`src/rtl/fetch_stage_pkg.sv`:
```
// Shared types for the instruction-fetch stage.
//   addr_t        : 64-bit byte address
//   inst_t        : 32-bit instruction word
//   word_t        : 64-bit data word
//   bool          : single-bit flag
//   if_id_t       : IF/ID register contents handed to decode
//   fetch_state_t : fetch controller state, named for waveform decoding
package fetch_stage_pkg;

  typedef logic [63:0] addr_t;
  typedef logic [31:0] inst_t;
  typedef logic [63:0] word_t;
  typedef logic        bool;

  typedef struct packed {
    inst_t       inst;
    addr_t       inst_pc;
    bool         valid;
    logic [63:0] inst_counter;
  } if_id_t;

  typedef enum logic [1:0] {
    IDLE  = 2'd0,
    REQ   = 2'd1,
    HOLD  = 2'd2,
    FLUSH = 2'd3
  } fetch_state_t;

endpackage

```
`src/rtl/fetch_stage.sv`:
```
// Instruction-fetch stage: owns the PC, issues word reads on the instruction
// bus, absorbs variable bus latency with a one-entry skid register, and honours
// downstream stall and commit-time redirect.
// Ports:
//   clk, reset                 clock, synchronous active-high reset
//   ireq_valid / ireq_addr     fetch request, held until iresp_data_ok
//   iresp_data_ok / iresp_data one-cycle response pulse and instruction word
//   stall                      decode cannot accept; out holds
//   redirect_valid/redirect_pc redirect from commit (overrides stall)
//   out                        IF/ID register to decode
//
// state | meaning
// IDLE  | after reset; first request issued next cycle
// REQ   | request outstanding at ireq_addr
// HOLD  | word parked in skid, decode stalled, no request on the bus
// FLUSH | redirected while a request was outstanding; its response is dropped
module fetch_stage
  import fetch_stage_pkg::*;
#(
  parameter addr_t RESET_PC = 64'h8000_0000
) (
  input  logic   clk,
  input  logic   reset,
  output logic   ireq_valid,
  output addr_t  ireq_addr,
  input  logic   iresp_data_ok,
  input  inst_t  iresp_data,
  input  logic   stall,
  input  logic   redirect_valid,
  input  addr_t  redirect_pc,
  output if_id_t out
);

  fetch_state_t state_q;
  addr_t        pc_q;
  addr_t        req_addr_q;   // address of the request on the bus; kept through FLUSH
  if_id_t       out_q;
  inst_t        skid_inst_q;
  addr_t        skid_pc_q;
  logic [63:0]  counter_q;

  addr_t redirect_tgt;
  logic  slot_free;

  assign redirect_tgt = redirect_pc & ~64'h3;
  assign slot_free    = !out_q.valid || !stall;

  assign ireq_valid = (state_q == REQ) || (state_q == FLUSH);
  assign ireq_addr  = req_addr_q;
  assign out        = out_q;

  always_ff @(posedge clk) begin
    if (reset) begin
      state_q     <= IDLE;
      pc_q        <= RESET_PC;
      req_addr_q  <= RESET_PC;
      out_q       <= '0;
      skid_inst_q <= '0;
      skid_pc_q   <= '0;
      counter_q   <= '0;
    end else if (redirect_valid) begin
      out_q.valid <= 1'b0;
      skid_inst_q <= '0;
      skid_pc_q   <= '0;
      pc_q        <= redirect_tgt;
      // An outstanding request must stay on the bus at its old address until
      // its response arrives; only then can the new target be requested.
      if (ireq_valid && !iresp_data_ok) begin
        state_q <= FLUSH;
      end else begin
        state_q    <= REQ;
        req_addr_q <= redirect_tgt;
      end
    end else begin
      case (state_q)
        IDLE: begin
          state_q    <= REQ;
          req_addr_q <= pc_q;
        end
        REQ: begin
          if (iresp_data_ok) begin
            if (slot_free) begin
              out_q      <= '{inst: iresp_data, inst_pc: pc_q, valid: 1'b1,
                              inst_counter: counter_q};
              counter_q  <= counter_q + 64'd1;
              pc_q       <= pc_q + 64'd4;
              req_addr_q <= pc_q + 64'd4;
            end else begin
              skid_inst_q <= iresp_data;
              skid_pc_q   <= pc_q;
              state_q     <= HOLD;
            end
          end else if (!stall) begin
            out_q.valid <= 1'b0;
          end
        end
        HOLD: begin
          if (!stall) begin
            out_q      <= '{inst: skid_inst_q, inst_pc: skid_pc_q, valid: 1'b1,
                            inst_counter: counter_q};
            counter_q  <= counter_q + 64'd1;
            pc_q       <= pc_q + 64'd4;
            req_addr_q <= pc_q + 64'd4;
            state_q    <= REQ;
          end
        end
        FLUSH: begin
          if (iresp_data_ok) begin
            state_q    <= REQ;
            req_addr_q <= pc_q;
          end
        end
        default: state_q <= IDLE;
      endcase
    end
  end

endmodule

```
`config.mk`:
```
export PLATFORM = sky130hd
export DESIGN_NAME = fetch_stage
export DESIGN_NICKNAME = d
export VERILOG_FILES = /design/src/rtl/fetch_stage_pkg.sv /design/src/rtl/fetch_stage.sv
export SDC_FILE = /design/constraint.sdc
export NUM_CORES = 1
export LEC_CHECK = 0
export CORE_MARGIN = 2
export CORE_UTILIZATION = 40
export CTS_CLUSTER_SIZE = 14
export DETAILED_ROUTE_END_ITERATION = 7
export PLACE_DENSITY = 0.71
export SYNTH_ARGS = -nofsm -noshare
export SYNTH_HDL_FRONTEND = slang
export SYNTH_SLANG_ARGS = --single-unit
```
`constraint.sdc`:
```
create_clock -name clk -period 3.4 [get_ports clk]
set_clock_uncertainty 0.2 [all_clocks]
set_input_delay 0.68 -clock clk [delete_from_list [all_inputs] [get_ports clk]]
set_output_delay 0.68 -clock clk [all_outputs]
set_load 0.02 [all_outputs]
```
Word level (Yosys, flattened, before mapping)

Cells that the tools add are included.

Register bits: 451
Bits in latches: 0
Memory bits (writable): 0
ROM bits: 0
Input bits: 101
Output and inout bits: 226
Word-level logic and storage cells: 73
Memories: 0

Add/sub/neg operators: 2
$mul: 0
Div/mod/pow operators: 0
Order comparisons: 0
Eq/ne operators: 14
Shift operators: 0
Muxes and demuxes: 27
Bitwise operators: 2
Reductions and logical operators: 17

Operator list:

| operator                                                        | number |
|---|---|
| 64-bit two-way mux                                              | 11 |
| 161-bit two-way mux                                             | 2 |
| 161-bit case mux with 2 select lines                            | 1 |
| 64-bit case mux with 2 select lines                             | 2 |
| 64-bit case mux with 4 select lines                             | 1 |
| 96-bit two-way mux                                              | 1 |
| 64-bit by 1-bit adder with 64-bit output, second input constant | 1 |
| 64-bit by 3-bit adder with 64-bit output, second input constant | 1 |
| 3-bit != test, second input constant                            | 7 |
| 4-bit AND reduction                                             | 4 |
| 2-bit two-way mux                                               | 6 |
| 5-bit AND reduction                                             | 2 |
| 2-bit != test, second input constant                            | 4 |
| 2-bit case mux with 4 select lines                              | 1 |
| 2-bit == test, second input constant                            | 2 |
| 1-bit zero test                                                 | 3 |
| 3-bit AND reduction                                             | 1 |
| 3-bit nonzero test                                              | 1 |
| 2-bit by 1-bit == test with 1-bit output, second input constant | 1 |
| 2-bit zero test                                                 | 1 |
| 1-bit logical OR                                                | 2 |
| 1-bit two-way mux                                               | 2 |
| 1-bit inverter                                                  | 2 |
| 2-bit nonzero test                                              | 1 |
| other kinds (2)                                                 | 2 |

Longest topological paths before layout

Gate-level depths: netlist of run 1.

Depth after elaboration: 6
Gate-level depth with buffers: 12
Gate-level depth less buffers: 8

Worst setup path before layout of run 1

Ideal clock, no wire load.

Kind: reg-to-reg
Start point: register state_q[1]
End point: register req_addr_q[29] (netlist: ireq_addr[29])
Setup time: 137 ps
Data arrival time: 2403 ps
Required time: 3063 ps
Slack: 659 ps
Stages on the path, launching flop included: 12
Buffers on the path: 4
Clock period less this slack: 2741 ps
Path through: dfxtp_1 -> inv_1 -> ha_1 -> clkbuf_1 -> or2_2 -> nand2b_1 -> buf_2 -> o21ai_0 -> clkbuf_1 -> nor2_1 -> clkbuf_1 -> a211oi_1

Longest elaborated chain between the ends: 5
Elaborated cells between the ends (all ways): 14
Those cells by class: eq/ne: 8; mux: 2; reduce/logical: 4

Ends and longest elaborated chain:

| item                                                                             | line              | source |
|---|---|---|
| start, declared                                                                  | fetch_stage.sv:34 | `fetch_state_t state_q;` |
| start signal, assigned                                                           | fetch_stage.sv:54 | `state_q <= IDLE;` |
| start signal, assigned                                                           | fetch_stage.sv:69 | `state_q <= FLUSH;` |
| start signal, assigned                                                           | fetch_stage.sv:71 | `state_q <= REQ;` |
| 2-bit by 1-bit == test with 1-bit output / 2-bit == test (equally long branches) | fetch_stage.sv:48 | `assign ireq_valid = (state_q == REQ) \|\| (state_q == FLUSH);` |
| 1-bit logical OR (*)                                                             | fetch_stage.sv:48 |  |
| named net ireq_valid                                                             | fetch_stage.sv:24 | `output logic ireq_valid,` |
| 1-bit logical AND (*)                                                            | fetch_stage.sv:68 | `if (ireq_valid && !iresp_data_ok) begin` |
| 2-bit != test (no source line) (*)                                               | -                 |  |
| 5-bit AND reduction (no source line) (*)                                         | -                 |  |
| end signal, assigned                                                             | fetch_stage.sv:72 | `req_addr_q <= redirect_tgt;` |
| end signal, assigned                                                             | fetch_stage.sv:78 | `req_addr_q <= pc_q;` |
| end signal, assigned                                                             | fetch_stage.sv:87 | `req_addr_q <= pc_q + 64'd4;` |
| end, declared                                                                    | fetch_stage.sv:36 | `addr_t req_addr_q;` |

Mark *: on every way through the listed nets, which the timed path passes. The rest lies on a longest branch.
A chain may end at the register's enable or synchronous reset.

Worst setup path after layout of run 1

Start point: register state_q[1]
End point: output port ireq_valid

Longest elaborated chain between the ends: 2
Elaborated cells between the ends (all ways): 3
Those cells by class: eq/ne: 2; reduce/logical: 1

Ends and longest elaborated chain:

| item                                                                             | line |
|---|---|
| 2-bit by 1-bit == test with 1-bit output / 2-bit == test (equally long branches) | fetch_stage.sv:48 |
| 1-bit logical OR (*)                                                             | fetch_stage.sv:48 |
| end, declared                                                                    | fetch_stage.sv:24 |

Mark *: on every way between the ends. The rest lies on a longest branch, timed or not.

==> results of run 1 <==
-- flip-flops by register name (all words and copies together) (netlist names) --
name,cells
counter_q,64
pc_q,62
skid_inst_q,32
ireq_addr,62
out,159
state_q,2
skid_pc_q,62
-- power by group through the flow --
stage               clock, mW  combinational [mW]  sequential [mW]
finish                   5.15                1.72             5.66
CTS                      5.27                1.73             5.65
global route             5.48                1.85             5.68
global placement            0                1.69             5.75
floorplan                   0               0.828             5.87
detailed placement          0                1.72             5.76
-- metrics by stage --
stage / cell area (um2) / std cells
floorplan: 19800 / 2425
global placement: 23470 / 3240
detailed placement: 23470 / 3240
CTS: 25020 / 3324
global route: 25020 / 3324
finish: 25020 / 3324
-- layout by cell type, fill, tap and decap left out, types with 16 or more instances in the layout --
| master | netlist | routed |
|---|---|---|
| and3_1 | 20 | 20 |
| nor4_1 | 22 | 22 |
| nand3_1 | 78 | 78 |
| dfxtp_1 | 443 | 443 |
| clkdlybuf4s50_1 | 0 | 318 |
| inv_1 | 21 | 21 |
| a211oi_1 | 164 | 164 |
| mux2i_1 | 98 | 98 |
| o21ai_0 | 26 | 25 |
| xor2_1 | 73 | 73 |
| nor3_1 | 51 | 51 |
| and4_1 | 18 | 18 |
| nand2_1 | 421 | 420 |
| a21oi_1 | 234 | 233 |
| nor2_1 | 274 | 272 |
| or3_1 | 16 | 16 |
| buf_4 | 6 | 39 |
| nand4_1 | 43 | 43 |
| xnor2_1 | 84 | 84 |
| clkbuf_16 | 0 | 48 |
-- layout make-up --
cell class | count | share of cell area [%]
Timing Repair Buffer | 369 | 14.77
Tap cell | 664 | 3.321
Clock buffer | 66 | 5.432
Sequential cell | 443 | 35.45
Clock inverter | 18 | 0.7452
Inverter | 22 | 0.3401
Multi-Input combinational cell | 1742 | 39.94
-- logic make-up after synthesis --
kind of cell,count (synthesis)
simple gates,988
xor+xnor,157
flops,443
compound gates,489
other cells,1
buf+inv,240
mux,99
fa+ha+maj,5
-- final timing paths --
kind | from | end | slack [ps] | cells past startpoint
max | state_q[1] | ireq_valid | 170 | 4
min | reset | counter_q[6] | 220 | 2
max reg2reg | pc_q[11] | ireq_addr[38] | 520 | 6
min reg2reg | out[29] | out[29] | 250 | 2
-- layer usage --
layer / GRT usage, % / vias up / wire length (um)
met5: 0 / - / 0
met3: 4.289 / 117 / 4228
li1: - / 8757 / -
met4: 8.128 / 0 / 1961
met2: 35.07 / 626 / 26520
met1: 30.57 / 8557 / 26070
-- worst max-delay path: stages, from the launching register on --
cell	delay (ps)
dfxtp_1	390
inv_1	80
ha_1	320
or2_2	370
clkdlybuf4s50_1	590
==> impl_metrics.json, run 1 <==
{
  "die_height_um": 226.4,
  "syn_inst": 2422,
  "cts_root_buffer": "clkbuf_16",
  "antenna_found_initial": 0,
  "io_buffers": 320,
  "clk_latency_ps": 600,
  "drtIter0Drc": 1394,
  "p_int_mw": 9.125,
  "whs_ps": 217.2,
  "synth_area_leaders": "dfxtp_1 (45%), nand2_1 (8.0%), a211oi_1 (6.2%)",
  "postRouteAntennaNets": 0,
  "grt-ovfl-total": 0,
  "yosysSeqAreaShare_pct": 44.83,
  "cts_buffers": 48,
  "regArea_um2": 8869,
  "p_switching_mw": 3.403,
  "n_antenna_cell": 0,
  "outcome": "complete, no violations",
  "synth_flop_cell": "dfxtp_1",
  "tightest_slew_ps": 1238,
  "avgSynthCellArea_um2": 8.168,
  "sw_frac_of_total_pct": 27.17,
  "cp-start-kind": "flip-flop",
  "gp_congestion": 0.8810,
  "core-area_um2": 48850,
  "ys_async_sr_fraction_pct": 0,
  "ys_warn_count": 0,
  "synth-simple-area-share_pct": 22.41,
  "die-area_um2": 51250,
  "fin_util_pct": 51.21,
  "area_growth_pct": 26.45,
  "drv_slew": 0,
  "vias_per_cell": 5.432,
  "hold_class": "input port to flip-flop",
  "first_pass_iters": 6,
  "synth_seq_cells": 443,
  "synth_top_family_by_area": "simple AND/OR/NAND/NOR gates",
  "finalCritPeriodShare_pct": 94.95,
  "grt_usage_pct": 22.37,
  "ir_drop_mv": 0.3541,
  "preCtsSetupSlack_ps": 131.3,
  "synthTopCellsByCount": "dfxtp_1 (443), nand2_1 (421), nor2_1 (274), a21oi_1 (234), a211oi_1 (164)",
  "cts.hold.buffers_added": 0,
  "critical_path_required_ps": 2520,
  "rsz0062_at_grt": "false",
  "cp.arrival_ps": 2350,
  "synth_compound_area_share_pct": 15.46,
  "synth_area_leader_cell": "dfxtp_1",
  "dieWidth_um": 226.4,
  "synthAdderAreaFrac_pct": 0.3162,
  "synthXorXnorAreaFrac_pct": 6.950,
  "synth_area_um2": 19780,
  "grt_pass1_wl_um": 92250,
  "setup_viol": 0,
  "vias": 18060,
  "relSlewSlack_pct": 17.47,
  "combinationalPowerShare_pct": 13.7,
  "wl_per_cell_um": 17.69,
  "core.rowCount": 81,
  "timing_hold_violations_final": 0,
  "wl_um": 58790,
  "criticalPathCategory": "flip-flop to primary output",
  "cts_tree": "done",
  "p_clk_share_pct": 41.1,
  "fill_cells": 4548,
  "power_mw": 12.53,
  "cp_max_fo": 10,
  "cts_setup_buffers": 0,
  "ys_types": 67,
  "synth_edf_count": 0,
  "ios": 327,
  "muxShareOfSynthArea_pct": 5.015,
  "min_period_ps": 3228,
  "grt_pass1_vias": 16850,
  "post-synth-top-count-cell": "dfxtp_1",
  "grt_max_degree": 113,
  "layout.nets": 2732,
  "clk_transition_reported_paths_ps": 70,
  "hpwlAfterDp_um": 39130,
  "end_kind": "primary output",
  "clock-sinks": 443,
  "yosys.area.top_type_share_pct": 44.83,
  "maxCapViolCount": 0,
  "power_frac_seq_pct": 45.2,
  "htree_levels": 2,
  "setup_ws_ps": 171.7,
  "start_util_pct": 40.50,
  "powerDensity_nw_per_um2": 500.8,
  "clockBufferDepth": 3,
  "leakage_nw": 8.067,
  "multiInputGateArea_um2": 9991,
  "drive_above_1_share_pct": 6.090,
  "fin_setup_tns_ps": 0,
  "cts_resized": 0,
  "drc": 0,
  "fmax_mhz": 309.8
}
Note: power is estimated with default switching activity, not from simulation.
==> run 2: changes to the inputs <==
--- a/config.mk
+++ b/config.mk
@@ -10,6 +10,7 @@
 export CTS_CLUSTER_SIZE = 14
 export DETAILED_ROUTE_END_ITERATION = 7
 export PLACE_DENSITY = 0.71
+export REMOVE_ABC_BUFFERS = 1
 export SYNTH_ARGS = -nofsm -noshare
 export SYNTH_HDL_FRONTEND = slang
 export SYNTH_SLANG_ARGS = --single-unit
==> impl_metrics.json, run 2 (same netlist as run 1, synthesis figures left out) <==
{
  "leakage_nw": 8.159,
  "fin_setup_tns_ps": 0,
  "cts.hold.buffers_added": 0,
  "cts_setup_buffers": 0,
  "wl_um": 59610,
  "ir_drop_mv": 0.3611,
  "ios": 327,
  "cts_tree": "done",
  "grt_usage_pct": 22.60,
  "die-area_um2": 51250,
  "final_common_cell": "dfxtp_1",
  "vias_per_cell": 5.344,
  "drc": 0,
  "min_period_ps": 3209,
  "drtIter0Drc": 1361,
  "io_buffers": 320,
  "critical_path_required_ps": 2520,
  "cts_root_buffer": "clkbuf_16",
  "area_growth_pct": 27.28,
  "dieWidth_um": 226.4,
  "grt_pass1_wl_um": 92570,
  "vias": 17830,
  "clock-sinks": 443,
  "timing_hold_violations_final": 0,
  "wl_per_cell_um": 17.87,
  "gp_congestion": 0.8755,
  "clk_latency_ps": 580,
  "cp.arrival_ps": 2330,
  "criticalPathCategory": "flip-flop to primary output",
  "maxCapViolCount": 0,
  "htree_levels": 2,
  "postRouteAntennaNets": 0,
  "fmax_mhz": 311.6,
  "start_util_pct": 40.50,
  "cp_max_fo": 10,
  "core.rowCount": 81,
  "cts_buffers": 49,
  "powerDensity_nw_per_um2": 504.8,
  "grt_max_degree": 172,
  "hpwlAfterDp_um": 39960,
  "cts_resized": 0,
  "die_height_um": 226.4,
  "hold_class": "flip-flop to flip-flop",
  "outcome": "complete, no violations",
  "core-area_um2": 48850,
  "grt_pass1_vias": 17260,
  "drv_slew": 0,
  "rsz0062_at_grt": "false",
  "drive_above_1_share_pct": 6.365,
  "clk_transition_reported_paths_ps": 60,
  "largest_register_ffs": 159,
  "setup_viol": 0,
  "first_pass_iters": 5,
  "layout.nets": 2740,
  "tightest_slew_ps": 1181,
  "cp-start-kind": "flip-flop",
  "grt-ovfl-total": 0,
  "fin_util_pct": 51.55,
  "end_kind": "primary output",
  "antenna_found_initial": 5,
  "finalCritPeriodShare_pct": 94.38,
  "final_cell_mix": "dfxtp_1 (443), nand2_1 (420), clkdlybuf4s50_1 (318), nor2_1 (272), a21oi_1 (233)",
  "relSlewSlack_pct": 21.24,
  "clockBufferDepth": 3
}
==> run 2: cell types whose count changed in the layout (fill, tap and decap cells not counted), sizes merged <==
cell,change
inv,+1
bufinv,+1
buf,+7
clkbuf,+7
clkinv,-1
clkinvlp,-4
diode,+1
==> run 2: metrics by stage <==
| stage | setup slack, ps | area (um2) | cells | power, mW | hold WS, ps |
|---|---|---|---|---|---|
| finish | 191.2 | 25180 | 3336 | 12.71 | 252.4 |
| global route | 105.9 | 25180 | 3336 | 13.21 | 266.4 |
| CTS | 153.5 | 25180 | 3335 | 12.83 | 254.1 |
| detailed placement | 118.0 | 23570 | 3247 | 7.495 | 245.9 |
| global placement | 142.1 | 23570 | 3247 | 7.466 | 240.9 |
| floorplan | -13830 | 18890 | 2207 | 6.688 | 225.8 |
==> run 2: layer usage <==
metal	part of all wire [%]	track usage [%]	up-vias
met5	0.096	0	-
li1	-	-	8773
met1	43	28.92	8449
met3	6.5	5.222	114
met2	47	37.68	482
met4	2.5	7.131	8
==> run 2: worst max-delay path, cell delays in order (launching register included) <==
cell             delay, ps
dfxtp_1                390
inv_1                   90
ha_1                   320
or2_2                  390
clkdlybuf4s50_1        560
==> run 2: path summary, 6_finish.rpt <==
path | to | start | slack (ps) | cells after the start
worst max-delay path | ireq_valid | state_q[1] | 190 | 4
worst min-delay path | out[10] | out[10] | 250 | 2
worst max register to register | ireq_addr[24] | state_q[1] | 390 | 7
worst min register to register | out[10] | out[10] | 250 | 2
==> run 2: cell type report <==
type                    count  area, um2
repair buffers            376       3786
fillers                  4545      23670
clock buffers              73       1436
well taps                 664      830.8
flip-flops and latches    443       8869
multi-input cells        1742       9996
inverters                  22      85.08
clock inverters            15      175.2
diodes                      1      2.502
==> run 2: report_power, final <==
part	internal (mW)	switching (mW)
registers	5.43	0.217
clock network	3.15	2.17
logic	0.751	0.993
